--- src/rtl/morse_sequencer_if.sv ---
// Message bus between the board wrapper and the Morse sequencer.
// The wrapper (master) launches and cancels messages.
// The sequencer (slave) reports progress and drives the LED.
interface morse_sequencer_if #(
  parameter int MAX_LETTERS = 4
);
  logic                     start;
  logic                     abort;
  logic [3*MAX_LETTERS-1:0] letters;
  logic [2:0]               count;
  logic                     busy;
  logic                     done;
  logic                     led;
  logic [1:0]               letter_idx;

  modport master (
    output start, abort, letters, count,
    input  busy, done, led, letter_idx
  );

  modport slave (
    input  start, abort, letters, count,
    output busy, done, led, letter_idx
  );
endinterface

--- src/rtl/morse_sequencer.sv ---
// Morse message player. It plays up to MAX_LETTERS queued letters (S..Z) on one LED.
// Each LED bit and each gap unit lasts TICK_DIV clocks.
// GAP_TICKS units of dark follow every letter, including the last one.
module morse_sequencer #(
  parameter int TICK_DIV    = 25000000,
  parameter int GAP_TICKS   = 3,
  parameter int MAX_LETTERS = 4
) (
  input  logic             clock,
  input  logic             reset_n,
  morse_sequencer_if.slave bus
);

  localparam int DIV_W = $clog2(TICK_DIV);
  localparam int GAP_W = $clog2(GAP_TICKS + 1);
  localparam logic [DIV_W-1:0] DIV_LAST = DIV_W'(TICK_DIV - 1);
  localparam logic [GAP_W-1:0] GAP_LOAD = GAP_W'(GAP_TICKS);
  localparam logic [2:0]       MAX_CNT  = 3'(MAX_LETTERS);

  typedef enum logic [1:0] {IDLE, SHIFT, GAP, DONE} state_t;

  state_t                   state_q;
  logic [3*MAX_LETTERS-1:0] letters_q;
  logic [2:0]               count_q;
  logic [1:0]               letter_idx_q;
  logic [13:0]              shreg_q;
  logic [3:0]               bits_left_q;
  logic [GAP_W-1:0]         gap_cnt_q;
  logic [DIV_W-1:0]         div_q;
  logic                     busy_q;
  logic                     done_q;
  logic                     led_q;

  logic [1:0]  next_idx;
  logic [2:0]  load_code_d;
  logic [13:0] pattern_d;
  logic [3:0]  length_d;
  logic        tick;
  logic        start_ok;
  logic        more_letters;

  assign next_idx     = letter_idx_q + 2'd1;
  assign tick         = (div_q == DIV_LAST);
  assign more_letters = (({1'b0, letter_idx_q} + 3'd1) < count_q);
  assign start_ok     = bus.start && !bus.abort && (bus.count != 3'd0) &&
                        (bus.count <= MAX_CNT);

  // Pick the letter code to load: letter 0 of the incoming request when idle, otherwise the next latched letter
  always_comb begin
    load_code_d = bus.letters[2:0];
    if (state_q != IDLE) begin
      load_code_d = 3'd0;
      for (int i = 0; i < MAX_LETTERS; i++) begin
        if (int'(next_idx) == i) load_code_d = letters_q[3*i +: 3];
      end
    end
  end

  // Letter pattern table; the LSB goes out first and unused upper bits stay zero
  always_comb begin
    pattern_d = 14'd0;
    length_d  = 4'd0;
    case (load_code_d)
      3'b000: begin pattern_d = 14'b00000000010101; length_d = 4'd5;  end
      3'b001: begin pattern_d = 14'b00000000000111; length_d = 4'd3;  end
      3'b010: begin pattern_d = 14'b00000001110101; length_d = 4'd7;  end
      3'b011: begin pattern_d = 14'b00000111010101; length_d = 4'd9;  end
      3'b100: begin pattern_d = 14'b00000111011101; length_d = 4'd9;  end
      3'b101: begin pattern_d = 14'b00011101010111; length_d = 4'd11; end
      3'b110: begin pattern_d = 14'b01110111010111; length_d = 4'd13; end
      3'b111: begin pattern_d = 14'b01110101110111; length_d = 4'd13; end
      default: begin pattern_d = 14'd0; length_d = 4'd0; end
    endcase
  end

  // Sequencer FSM. It owns the divider, the shift register, the counters and the registered outputs.
  always_ff @(posedge clock or negedge reset_n) begin
    if (!reset_n) begin
      state_q      <= IDLE;
      letters_q    <= '0;
      count_q      <= 3'd0;
      letter_idx_q <= 2'd0;
      shreg_q      <= 14'd0;
      bits_left_q  <= 4'd0;
      gap_cnt_q    <= '0;
      div_q        <= '0;
      busy_q       <= 1'b0;
      done_q       <= 1'b0;
      led_q        <= 1'b0;
    end else begin
      done_q <= 1'b0;
      case (state_q)
        IDLE: begin
          if (start_ok) begin
            letters_q    <= bus.letters;
            count_q      <= bus.count;
            letter_idx_q <= 2'd0;
            shreg_q      <= pattern_d;
            bits_left_q  <= length_d;
            div_q        <= '0;
            led_q        <= pattern_d[0];
            busy_q       <= 1'b1;
            state_q      <= SHIFT;
          end
        end

        SHIFT: begin
          if (bus.abort) begin
            state_q      <= IDLE;
            busy_q       <= 1'b0;
            led_q        <= 1'b0;
            letter_idx_q <= 2'd0;
            div_q        <= '0;
          end else begin
            div_q <= tick ? '0 : div_q + 1'b1;
            if (tick) begin
              if (bits_left_q > 4'd1) begin
                shreg_q     <= {1'b0, shreg_q[13:1]};
                bits_left_q <= bits_left_q - 4'd1;
                led_q       <= shreg_q[1];
              end else begin
                gap_cnt_q <= GAP_LOAD;
                led_q     <= 1'b0;
                state_q   <= GAP;
              end
            end
          end
        end

        GAP: begin
          if (bus.abort) begin
            state_q      <= IDLE;
            busy_q       <= 1'b0;
            led_q        <= 1'b0;
            letter_idx_q <= 2'd0;
            div_q        <= '0;
          end else begin
            div_q <= tick ? '0 : div_q + 1'b1;
            if (tick) begin
              if (gap_cnt_q > GAP_W'(1)) begin
                gap_cnt_q <= gap_cnt_q - 1'b1;
              end else if (more_letters) begin
                letter_idx_q <= next_idx;
                shreg_q      <= pattern_d;
                bits_left_q  <= length_d;
                led_q        <= pattern_d[0];
                state_q      <= SHIFT;
              end else begin
                busy_q  <= 1'b0;
                done_q  <= 1'b1;
                state_q <= DONE;
              end
            end
          end
        end

        DONE: begin
          state_q      <= IDLE;
          letter_idx_q <= 2'd0;
          div_q        <= '0;
          led_q        <= 1'b0;
        end

        default: begin
          state_q <= IDLE;
          busy_q  <= 1'b0;
          led_q   <= 1'b0;
        end
      endcase
    end
  end

  assign bus.busy       = busy_q;
  assign bus.done       = done_q;
  assign bus.led        = led_q;
  assign bus.letter_idx = letter_idx_q;

endmodule

--- src/flat_wrapper.sv ---
// flat-port wrapper written by rule: the top's interface ports become plain ports
module morse_sequencer_flat 
#(
  parameter int TICK_DIV    = 25000000,
  parameter int GAP_TICKS   = 3,
  parameter int MAX_LETTERS = 4
)
  (clock, reset_n, bus_start, bus_abort, bus_letters, bus_count, bus_busy, bus_done, bus_led, bus_letter_idx);
  morse_sequencer_if #(.MAX_LETTERS(MAX_LETTERS)) bus_i ();
  input  logic clock;
  input  logic reset_n;
  input wire logic [$bits(bus_i.start)-1:0] bus_start;
  input wire logic [$bits(bus_i.abort)-1:0] bus_abort;
  input wire logic [$bits(bus_i.letters)-1:0] bus_letters;
  input wire logic [$bits(bus_i.count)-1:0] bus_count;
  output wire logic [$bits(bus_i.busy)-1:0] bus_busy;
  output wire logic [$bits(bus_i.done)-1:0] bus_done;
  output wire logic [$bits(bus_i.led)-1:0] bus_led;
  output wire logic [$bits(bus_i.letter_idx)-1:0] bus_letter_idx;
  assign bus_i.start = bus_start;
  assign bus_i.abort = bus_abort;
  assign bus_i.letters = bus_letters;
  assign bus_i.count = bus_count;
  assign bus_busy = bus_i.busy;
  assign bus_done = bus_i.done;
  assign bus_led = bus_i.led;
  assign bus_letter_idx = bus_i.letter_idx;
  morse_sequencer #(.TICK_DIV(TICK_DIV), .GAP_TICKS(GAP_TICKS), .MAX_LETTERS(MAX_LETTERS)) u_core (.clock(clock), .reset_n(reset_n), .bus(bus_i));
endmodule
--- config.mk ---
export PLATFORM = sky130hd
export DESIGN_NAME = morse_sequencer_flat
export DESIGN_NICKNAME = d
export VERILOG_FILES = /design/src/rtl/morse_sequencer_if.sv /design/src/rtl/morse_sequencer.sv /design/src/flat_wrapper.sv
export SDC_FILE = /design/constraint.sdc
export NUM_CORES = 1
export LEC_CHECK = 0
export ABC_AREA = 1
export CORE_MARGIN = 3
export CORE_UTILIZATION = 30
export CTS_CLUSTER_DIAMETER = 30
export DETAILED_ROUTE_END_ITERATION = 10
export PLACE_DENSITY = 0.5
export REMOVE_ABC_BUFFERS = 1
export SKIP_CTS_REPAIR_TIMING = 1
export SLEW_MARGIN = 5
export SYNTH_ARGS = -nofsm -noshare
export SYNTH_HDL_FRONTEND = slang
export SYNTH_SLANG_ARGS = --single-unit
export TNS_END_PERCENT = 5
--- constraint.sdc ---
create_clock -name clock -period 2.71 [get_ports clock]
set_input_delay 0.271 -clock clock [delete_from_list [all_inputs] [get_ports clock]]
set_output_delay 0.271 -clock clock [all_outputs]
set_load 0.02 [all_outputs]
# After elaboration in Yosys (flattened, before gate mapping)
# Memory sizes are Yosys's and may differ from the RTL's.
# Cells that the tools add are included.
dict set report totals {
  out_inout_bits 5
  n_memories 1
  rom_bits 112
  wordCells 134
  regBits 67
}
dict set report op_classes {
  order_cmp 4
  mux 71
  n_eq_ne 24
  reduce_logical 18
  add_sub_neg 5
}
# memory words width read_ports rd_ports_with_merged_regs wr line_no
set mem_list {}
lappend mem_list {{(name not given)} 8 14 1 0 0 morse_sequencer.sv:63} ;# case (load_code_d)
# operator n
set op_table {}
lappend op_table {{two-way mux 14 bit} 8}
lappend op_table {{two-way mux 25 bit} 3}
lappend op_table {{case mux 25 bit (3 select lines)} 1}
lappend op_table {{case mux 14 bit (3 select lines)} 1}
lappend op_table {{two-way mux 2 bit} 20}
lappend op_table {{two-way mux 4 bit} 8}
lappend op_table {{adder 25 x 1 -> 25 bit (second input constant)} 1}
lappend op_table {{equality test 25 bit (second input constant)} 1}
lappend op_table {{two-way mux 1 bit} 19}
lappend op_table {{case mux 2 bit (4 select lines)} 2}
lappend op_table {{two-way mux 3 bit} 5}
lappend op_table {{AND reduction 5 bit} 3}
lappend op_table {{inequality test 2 x 1 -> 1 bit (second input constant)} 6}
lappend op_table {{case mux 4 bit (3 select lines)} 1}
lappend op_table {{inequality test 2 bit (second input constant)} 5}
lappend op_table {{inequality test 3 x 2 -> 1 bit (second input constant)} 3}
lappend op_table {{inequality test 3 bit (second input constant)} 3}
lappend op_table {{AND reduction 9 bit} 1}
lappend op_table {{equality test 2 bit (second input constant)} 4}
lappend op_table {{AND reduction 7 bit} 1}
lappend op_table {{AND reduction 6 bit} 1}
lappend op_table {{nonzero test 3 bit} 2}
lappend op_table {{equality test 2 x 1 -> 1 bit (second input constant)} 2}
lappend op_table {{> comparator 4 x 1 -> 1 bit (second input constant)} 1}
lappend op_table {{other kinds (16)} 20}

# Logic depth before layout (Yosys ltp)
# Gate-level depths: netlist of run 1.
# An unclocked memory read counts as a cell.
dict set report depth {
  depth_word 13
  ltp_mapped 16
}

# Worst setup path after synthesis of run 1
# No wires, ideal clock.
dict set report synth_path {
  kind {register to register}
  startpoint {register u_core.letter_idx_q[0], in the netlist u_core.bus.letter_idx[0]}
  endpoint {register u_core.bits_left_q[2]}
  stages_incl_launch_ff 11
  setup_slack_ns 0.501
  setup_time_ns 0.121
  t_arrival_ns 2.088
  path_buffers 1
  required_ns 2.589
  cell_sequence {dfrtp_1 inv_1 ha_1 ha_1 nand3_1 nand2_1 o21ai_1 nand3_2 buf_6 nor2_4 a21oi_2}
}
dict set report synth_between {
  elab_chain_cells 13
  elab_cells_between_ends 21
  cone_classes {add/sub (2); order compare (1); eq/ne (4); mux (11); reduce/logical (2); memory (1)}
}
# item line_no
set synth_lines {}
lappend synth_lines {{from (decl)} morse_sequencer.sv:25} ;# logic [1:0] letter_idx_q;
lappend synth_lines {{from (signal assigned)} morse_sequencer.sv:143} ;# letter_idx_q <= next_idx;
lappend synth_lines {{adder 2 x 1 -> 2 bit} morse_sequencer.sv:42} ;# assign next_idx = letter_idx_q + 2'd1;
lappend synth_lines {{zero test 2 bit} morse_sequencer.sv:54} ;# if (int'(next_idx) == i) load_code_d = letters_q[3*i +: 3];
lappend synth_lines {{two-way mux 3 bit (4 in a row)} morse_sequencer.sv:54}
lappend synth_lines {{two-way mux 3 bit} morse_sequencer.sv:51} ;# if (state_q != IDLE) begin
lappend synth_lines {{memory (8 x 14 bit)} n/a}
lappend synth_lines {{two-way mux 4 bit} morse_sequencer.sv:142} ;# end else if (more_letters) begin
lappend synth_lines {{two-way mux 4 bit} morse_sequencer.sv:140} ;# if (gap_cnt_q > GAP_W'(1)) begin
lappend synth_lines {{two-way mux 4 bit} morse_sequencer.sv:139} ;# if (tick) begin
lappend synth_lines {{two-way mux 4 bit} morse_sequencer.sv:131} ;# if (bus.abort) begin
lappend synth_lines {{case mux 4 bit (3 select lines)} morse_sequencer.sv:92} ;# case (state_q)
lappend synth_lines {{to (signal assigned)} morse_sequencer.sv:99} ;# bits_left_q <= length_d;
lappend synth_lines {{to (signal assigned)} morse_sequencer.sv:119} ;# bits_left_q <= bits_left_q - 4'd1;
lappend synth_lines {{to (signal assigned)} morse_sequencer.sv:145} ;# bits_left_q <= length_d;
lappend synth_lines {{to (decl)} morse_sequencer.sv:27} ;# logic [3:0] bits_left_q;
# Parallel ways exist; a longest one is shown, timed or not. The select of a mux whose other input is x is not followed.
# A chain may end at the register's enable or synchronous reset.

# Final worst setup path of run 1
dict set report layout_path {
  startpoint {register u_core.letter_idx_q[0], in the netlist u_core.bus.letter_idx[0]}
  endpoint {register u_core.shreg_q[12]}
}
dict set report layout_between {
  elab_chain_cells 13
  elab_cells_between_ends 21
  cone_classes {add/sub (2); order compare (1); eq/ne (4); mux (11); reduce/logical (2); memory (1)}
}
# item line_no
set layout_lines {}
lappend layout_lines {{adder 2 x 1 -> 2 bit} morse_sequencer.sv:42}
lappend layout_lines {{zero test 2 bit} morse_sequencer.sv:54}
lappend layout_lines {{two-way mux 3 bit (4 in a row)} morse_sequencer.sv:54}
lappend layout_lines {{two-way mux 3 bit} morse_sequencer.sv:51}
lappend layout_lines {{memory (8 x 14 bit)} n/a}
lappend layout_lines {{two-way mux 14 bit} morse_sequencer.sv:142}
lappend layout_lines {{two-way mux 14 bit} morse_sequencer.sv:140}
lappend layout_lines {{two-way mux 14 bit} morse_sequencer.sv:139}
lappend layout_lines {{two-way mux 14 bit} morse_sequencer.sv:131}
lappend layout_lines {{case mux 14 bit (3 select lines)} morse_sequencer.sv:92}
lappend layout_lines {{to (signal assigned)} morse_sequencer.sv:98} ;# shreg_q <= pattern_d;
lappend layout_lines {{to (signal assigned)} morse_sequencer.sv:118} ;# shreg_q <= {1'b0, shreg_q[13:1]};
lappend layout_lines {{to (signal assigned)} morse_sequencer.sv:144} ;# shreg_q <= pattern_d;
lappend layout_lines {{to (decl)} morse_sequencer.sv:26} ;# logic [13:0] shreg_q;
# Parallel ways exist; a longest one is shown, timed or not. The select of a mux whose other input is x is not followed.

==> flow_summary.ini, run 1 <==
[status]
status = finished with violations
violations = hold timing

[flow_run]
maxCapViolCount = 0

[clocking]
cts_buffer_depth = 2
clockRootBuffer = clkbuf_16
clk_latency_ps = 340
cts_sinks = 65
path_clk_slew_ps = 50
cts_tree = built
cts_buffers = 9
htreeDepth = 3

[detailed_routing]
drtIter0Drc = 158
wl_mm = 9.57
wire_per_inst_um = 13.0
vias = 3450
post-route-drc-count = 0
final_antenna_net_count = 0
drtPass1Iterations = 6
viasPerCell = 4.68

[logic_synthesis]
synth_xor_xnor_area_share_pct = 1.10
async_flop_share_pct = 100
synth_area_mm2 = 0.00400
yosys.area_share.simple_pct = 31.8
synth_flop_cell = dfrtp_1
synth_compound_area_share_pct = 9.51
ys_warn_count = 0
synth_top_family_by_area = simple AND/OR/NAND/NOR gates
yosys_register_bits = 65
synthMuxAreaShare_pct = 2.53
synth_edf_count = 0
synth_adder_area_share_pct = 6.26
synth.distinct_cells = 39
syn_inst = 530
ys_seq_area_share_pct = 40.7
synth_area_per_cell_um2 = 7.54

[placed_design]
place_area_mm2 = 0.00445
port-buffer-count = 23
gp_congestion = 0.849
dp_hpwl_mm = 7.09

[finish]
drive_above_1_share_pct = 11.5
diodes = 0
num-nets-final = 600
area.growth.synth_to_final_pct = 18.6
fin_area_mm2 = 0.00474
fillers = 1374
seqCellArea_mm2 = 0.00163
multi_input_area_mm2 = 0.00205

[worst_setup_path]
reg2reg_depth = 10
path_max_fanout = 20
reg2reg_from = u_core.bus.letter_idx[0]$_DFFE_PN0P_
worst-r2r-setup-slack_ps = 340
required_ps = 2930
start_kind = flip-flop
reg2reg_to = u_core.shreg_q[12]$_DFFE_PN0P_
cp_slowest_stage_delay_ps = 460
path_buf_inv = 2
cp_top_family = compound AO/OA/AOI/OAI gates
slowest_stage = dfrtp_1
worst_ep_arrival_time_ps = 2580
critPathKind = reg2reg
endpoint_kind = flip-flop
path_cells = inv_1 > ha_1 > ha_1 > a21oi_1 > nand2_1 > o21ai_1 > nand3_2 > buf_4 > nor2_4 > a21oi_1

[sta]
worst_slew_margin_rel_pct = 54.9
drv_slew = 0
fin_setup_tns_ps = 0
worst_slew_pin_slew_ps = 677
min_period_ps = 2370
finalHoldViolations = 26
rsz0062_at_grt = false
max_freq_ghz = 0.423
fin_skew_ps = 4.26
hold_ws_ps = -30.0
setup_viol = 0
fin_crit_sh_pct = 87.3

[die]
io_pins = 24
die_x_um = 121
rows = 41
core-area_mm2 = 0.0128
dieHeight_um = 121
floorplan.initialDensity_pct = 31.2
die_area_mm2 = 0.0148

[power]
power_w = 0.00458
combPwrFrac_pct = 43.5
p_int_w = 0.00274
power_switching_w = 0.00185
swShare_pct = 40.3
p_per_area_mw_per_mm2 = 966
ir_drop_uv = 355
pwr-share-seq_pct = 30.9
p_clk_share_pct = 25.6
power.leakage_nw = 2.23

[grt]
grt_usage_pct = 13.9
first_global_vias = 3390
overflow = 0
antenna_found_initial = 0
grt_start_max_net_pins = 40
grt_first_pass_wirelength_mm = 16.3

[worst_hold_path]
worst_hold_path_type = in2async
-- registers in the layout, summed over array words and instances (netlist names) --
name	count
u_core.bus.busy	1
u_core.div_q	25
u_core.gap_cnt_q	2
u_core.bus.led	1
u_core.letters_q	12
u_core.shreg_q	12
u_core.count_q	3
u_core.bus.done	1
u_core.state_q	2
u_core.bits_left_q	4
u_core.bus.letter_idx	2
-- worst max-delay path by stage --
stage	startpoint	cells after the start	to
4_1_cts	u_core.bus.letter_idx[0]$_DFFE_PN0P_	10	u_core.shreg_q[12]$_DFFE_PN0P_
5_1_grt	u_core.bus.letter_idx[0]$_DFFE_PN0P_	10	u_core.bits_left_q[2]$_DFFE_PN0P_
2_1_floorplan	u_core.bus.letter_idx[0]$_DFFE_PN0P_	9	u_core.shreg_q[12]$_DFFE_PN0P_
6_report	u_core.bus.letter_idx[0]$_DFFE_PN0P_	10	u_core.shreg_q[12]$_DFFE_PN0P_
3_3_place_gp	u_core.bus.letter_idx[0]$_DFFE_PN0P_	10	u_core.shreg_q[12]$_DFFE_PN0P_
3_5_place_dp	u_core.bus.letter_idx[0]$_DFFE_PN0P_	10	u_core.shreg_q[12]$_DFFE_PN0P_
-- synth_stat cells (4+ instances only) --
cell type  instances  share of area (%)
nand4_1            6               0.94
inv_2              7               0.66
nor2_2             4               0.63
ha_1              20                6.3
dfrtp_1           65                 41
nand2_1          137                 13
inv_1             61                5.7
nor3_1            23                2.9
o21ai_1            6               0.75
xor2_1             5                1.1
nand2_2            6               0.94
a21oi_1           23                2.9
nand3_1           35                4.4
buf_2              4               0.50
o21ai_0           24                3.0
nor2_1            59                5.5
mux2_2             9                2.5
-- metrics by stage --
step | worst slack (ps) | util [%] | instances
final | 344 | 37.0 | 737
after detailed placement | 323 | 34.7 | 722
after global placement | 486 | 34.7 | 722
after floorplan | 296 | - | 519
after CTS | 327 | 37.0 | 737
after global routing | 150 | 37.0 | 737
-- power by group through the flow --
stage               clock (W)  combinational [W]  sequential (W)
finish                0.00117            0.00200         0.00142
global route          0.00124            0.00229         0.00145
CTS                   0.00121            0.00203         0.00142
detailed placement          0            0.00202         0.00144
global placement            0            0.00199         0.00143
floorplan                   0            0.00143         0.00141
-- logic make-up (layout without fill, tap and decap cells) --
kind of cell,Yosys count,after routing
buffers and inverters,80,115
adders and majority gates,20,20
AOI/OAI and AO/OA,67,67
xor gates and xnor gates,5,5
muxes,9,9
DFF,65,65
and+or+nand+nor,284,284
-- cell usage in the layout, fill, tap and decap left out, drive strengths merged, types with 2 or more instances in the layout --
cell / instances
buf: 9
nand3b: 2
inv: 68
a31oi: 2
a21oi: 25
o21ai: 32
nand4: 6
nand3: 37
nor3: 24
mux2: 9
nand2: 146
clkdlybuf4s50: 22
a21boi: 3
dfrtp: 65
xor2: 5
ha: 20
nor2: 67
clkbuf: 12
clkinv: 3
-- area by class of cell --
type / count / share of cell area, %
Clock inverter: 3 / 0.844
Sequential cell: 65 / 34.3
Clock buffer: 12 / 5.41
Timing Repair Buffer: 31 / 6.28
Tap cell: 172 / 4.54
Multi-Input combinational cell: 385 / 43.2
Inverter: 69 / 5.46
-- per-layer routing --
metal,share of wire (%),track usage [%]
met1,47,17.3
met2,48,23.6
met3,3.5,3.50
met4,1.7,4.62
met5,0,0
-- worst reg2reg max path, cell delays in order, from the launching register on --
cell and delay (ps):
dfrtp_1 460, inv_1 130, ha_1 330, ha_1 180, a21oi_1 190, nand2_1 100
o21ai_1 290, nand3_2 100, buf_4 220, nor2_4 180, a21oi_1 60
(Power assumes the default switching activity.)
==> inputs of run 2 (changes only) <==
ABC_AREA = 0   (was 1)
CAP_MARGIN = 25   (was default)
==> run 2 against run 1 <==
Compared with the run above:
- the run now ends clean
- core utilization up 0.25 points
- final cell count down 20%
- fmax down 3.0%
- critical endpoint is now u_core.shreg_q[1]$_DFFE_PN0P_
- area after synthesis down 6.3%
- clock power about the same
- total power down 3.3%
- largest cell class unchanged
- die area down 6.0%
- clock skew about the same
==> flow_summary.ini, run 2 <==
[status]
status = completed

[sta]
setup_viol = 0
max_freq_ghz = 0.410
fin_crit_sh_pct = 90.0
min_period_ps = 2440
drv_slew = 0
finalHoldViolations = 0
rsz0062_at_grt = false
worst_slew_margin_rel_pct = 50.3
worst_slew_pin_slew_ps = 737
hold_ws_ps = 438
fin_setup_tns_ps = 0
fin_skew_ps = 4.09

[grt]
first_global_vias = 2919
grt_start_max_net_pins = 47
grt_usage_pct = 12.7
overflow = 0
antenna_found_initial = 0
grt_first_pass_wirelength_mm = 14.3

[logic_synthesis]
synth_area_per_cell_um2 = 9.68
synth_commonest_cells = 65 x dfrtp_1, 44 x nand2_1, 28 x nor2_1, 28 x o21ai_0, 20 x ha_1
synth.area.top_cells = dfrtp_1 43%, ha_1 6.7%, mux2_2 4.5%
async_flop_share_pct = 100
ys_warn_count = 0
synth_flop_cell = dfrtp_1
syn_inst = 387
yosys_register_bits = 65
synth.distinct_cells = 62
synth_top_area_cell = dfrtp_1
yosysTopAreaCellShare_pct = 43.4
synth_edf_count = 0
ys_seq_area_share_pct = 43.4
synth_most_common_cell = dfrtp_1
synth_area_mm2 = 0.00375

[finish]
diodes = 0
fin_area_mm2 = 0.00451
area.growth.synth_to_final_pct = 20.4
reg_top3 = u_core.div_q (25), u_core.letters_q (12), u_core.shreg_q (12)
largest_reg_flops = 25
final_cell_mix = 64 x dfrtp_1, 44 x nand2_1, 28 x nor2_1, 27 x o21ai_0, 22 x clkdlybuf4s50_1
drive_above_1_share_pct = 14.2
regMostFlops = u_core.div_q
finalCoreUtilization_pct = 37.2
layout.cells.non_filler = 592
fillers = 1268
num-nets-final = 458
final_common_cell = dfrtp_1

[worst_setup_path]
worst_ep_arrival_time_ps = 2670
path_max_fanout = 6
cp_top_family = compound AO/OA/AOI/OAI gates
endpoint_kind = flip-flop
path_buf_inv = 2
reg2reg_to = u_core.shreg_q[1]$_DFFE_PN0P_
path_cells = inv_1 > ha_1 > nand3b_1 > a221o_1 > a2bb2oi_1 > inv_1 > ha_1 > nor3b_2 > o41ai_2
critPathKind = reg2reg
worst-r2r-setup-slack_ps = 270
slowest_stage = dfrtp_1
required_ps = 2940
start_kind = flip-flop
startpoint = u_core.bus.letter_idx[1]$_DFFE_PN0P_
reg2reg_depth = 9
cp_slowest_stage_delay_ps = 420
reg2reg_from = u_core.bus.letter_idx[1]$_DFFE_PN0P_

[clocking]
clk_latency_ps = 330
cts_buffer_depth = 2
clockRootBuffer = clkbuf_16
cts_buffers = 9
cts_sinks = 65
cts_tree = built
path_clk_slew_ps = 50
htreeDepth = 3

[detailed_routing]
drtPass1Iterations = 4
wl_mm = 8.15
vias = 2876
viasPerCell = 4.86
wire_per_inst_um = 13.8
final_antenna_net_count = 0
drtIter0Drc = 144
post-route-drc-count = 0

[die]
dieHeight_um = 118
die_area_mm2 = 0.0139
floorplan.initialDensity_pct = 30.9
core-area_mm2 = 0.0121
die_x_um = 118
rows = 40
io_pins = 24

[power]
ir_drop_uv = 572
power.leakage_nw = 1.96
p_per_area_mw_per_mm2 = 983

[worst_hold_path]
worst_hold_path_type = in2async

[placed_design]
dp_hpwl_mm = 5.89
dp.cells = 575
place_area_mm2 = 0.00421
gp_congestion = 0.779
port-buffer-count = 23

[flow_run]
maxCapViolCount = 0
[run 2: final cells by class]
| cell class | instances | area, um^2 | share of cell area, % |
|---|---|---|---|
| Clock buffer | 13 | 250 | 5.55 |
| Timing Repair Buffer | 37 | 345 | 7.66 |
| Sequential cell | 65 | 1630 | 36.1 |
| Inverter | 19 | 71.3 | 1.58 |
| Tap cell | 168 | 210 | 4.66 |
| Clock inverter | 3 | 40.0 | 0.888 |
| Multi-Input combinational cell | 287 | 1960 | 43.6 |
[run 2: power by group]
| part | internal, W | switching, W |
|---|---|---|
| clock | 0.000734 | 0.000403 |
| sequential | 0.00124 | 0.000183 |
| combinational | 0.000812 | 0.00106 |
[run 2: through the flow]
step	setup slack [ps]	power [W]
2_1_floorplan	151	0.00272
3_3_place_gp	229	0.00330
3_5_place_dp	215	0.00332
4_1_cts	211	0.00449
5_1_grt	7.88	0.00482
6_report	270	0.00443
[run 2: layer usage]
layer / part of all wire [%] / wire length (um) / up-vias / global-route usage [%]
li1: - / - / 1426 / -
met1: 48 / 3880 / 1389 / 16.4
met2: 47 / 3830 / 55 / 20.3
met3: 4.5 / 368 / 6 / 4.32
met4: 0.75 / 61 / 0 / 3.66
met5: 0 / 0 / - / 0
[run 2: worst max-delay path by stage]
stage,end,slack (ps),cells past startpoint
global placement,u_core.shreg_q[9]$_DFFE_PN0P_,230,10
floorplan,u_core.shreg_q[1]$_DFFE_PN0P_,150,9
CTS,u_core.shreg_q[1]$_DFFE_PN0P_,210,9
global route,u_core.bits_left_q[2]$_DFFE_PN0P_,8,8
detailed placement,u_core.shreg_q[1]$_DFFE_PN0P_,220,9
finish,u_core.shreg_q[1]$_DFFE_PN0P_,270,9
[run 2: logic make-up after synthesis]
group / synth area share (%)
buffers and inverters: 4.14
XOR/XNOR: 4.21
AND/OR/NAND/NOR: 20.3
flip-flops: 43.4
multiplexers: 6.55
adder cells (fa/ha/maj): 6.68
AO/OA/AOI/OAI: 14.7
==> inputs of run 3 (changes only) <==
ABC_CLOCK_PERIOD_IN_PS = 2710   (was default)
HOLD_SLACK_MARGIN = 0.1   (was default)
==> results of run 3 <==
No change in the layout: final DEF, timing and power equal those of run 2.
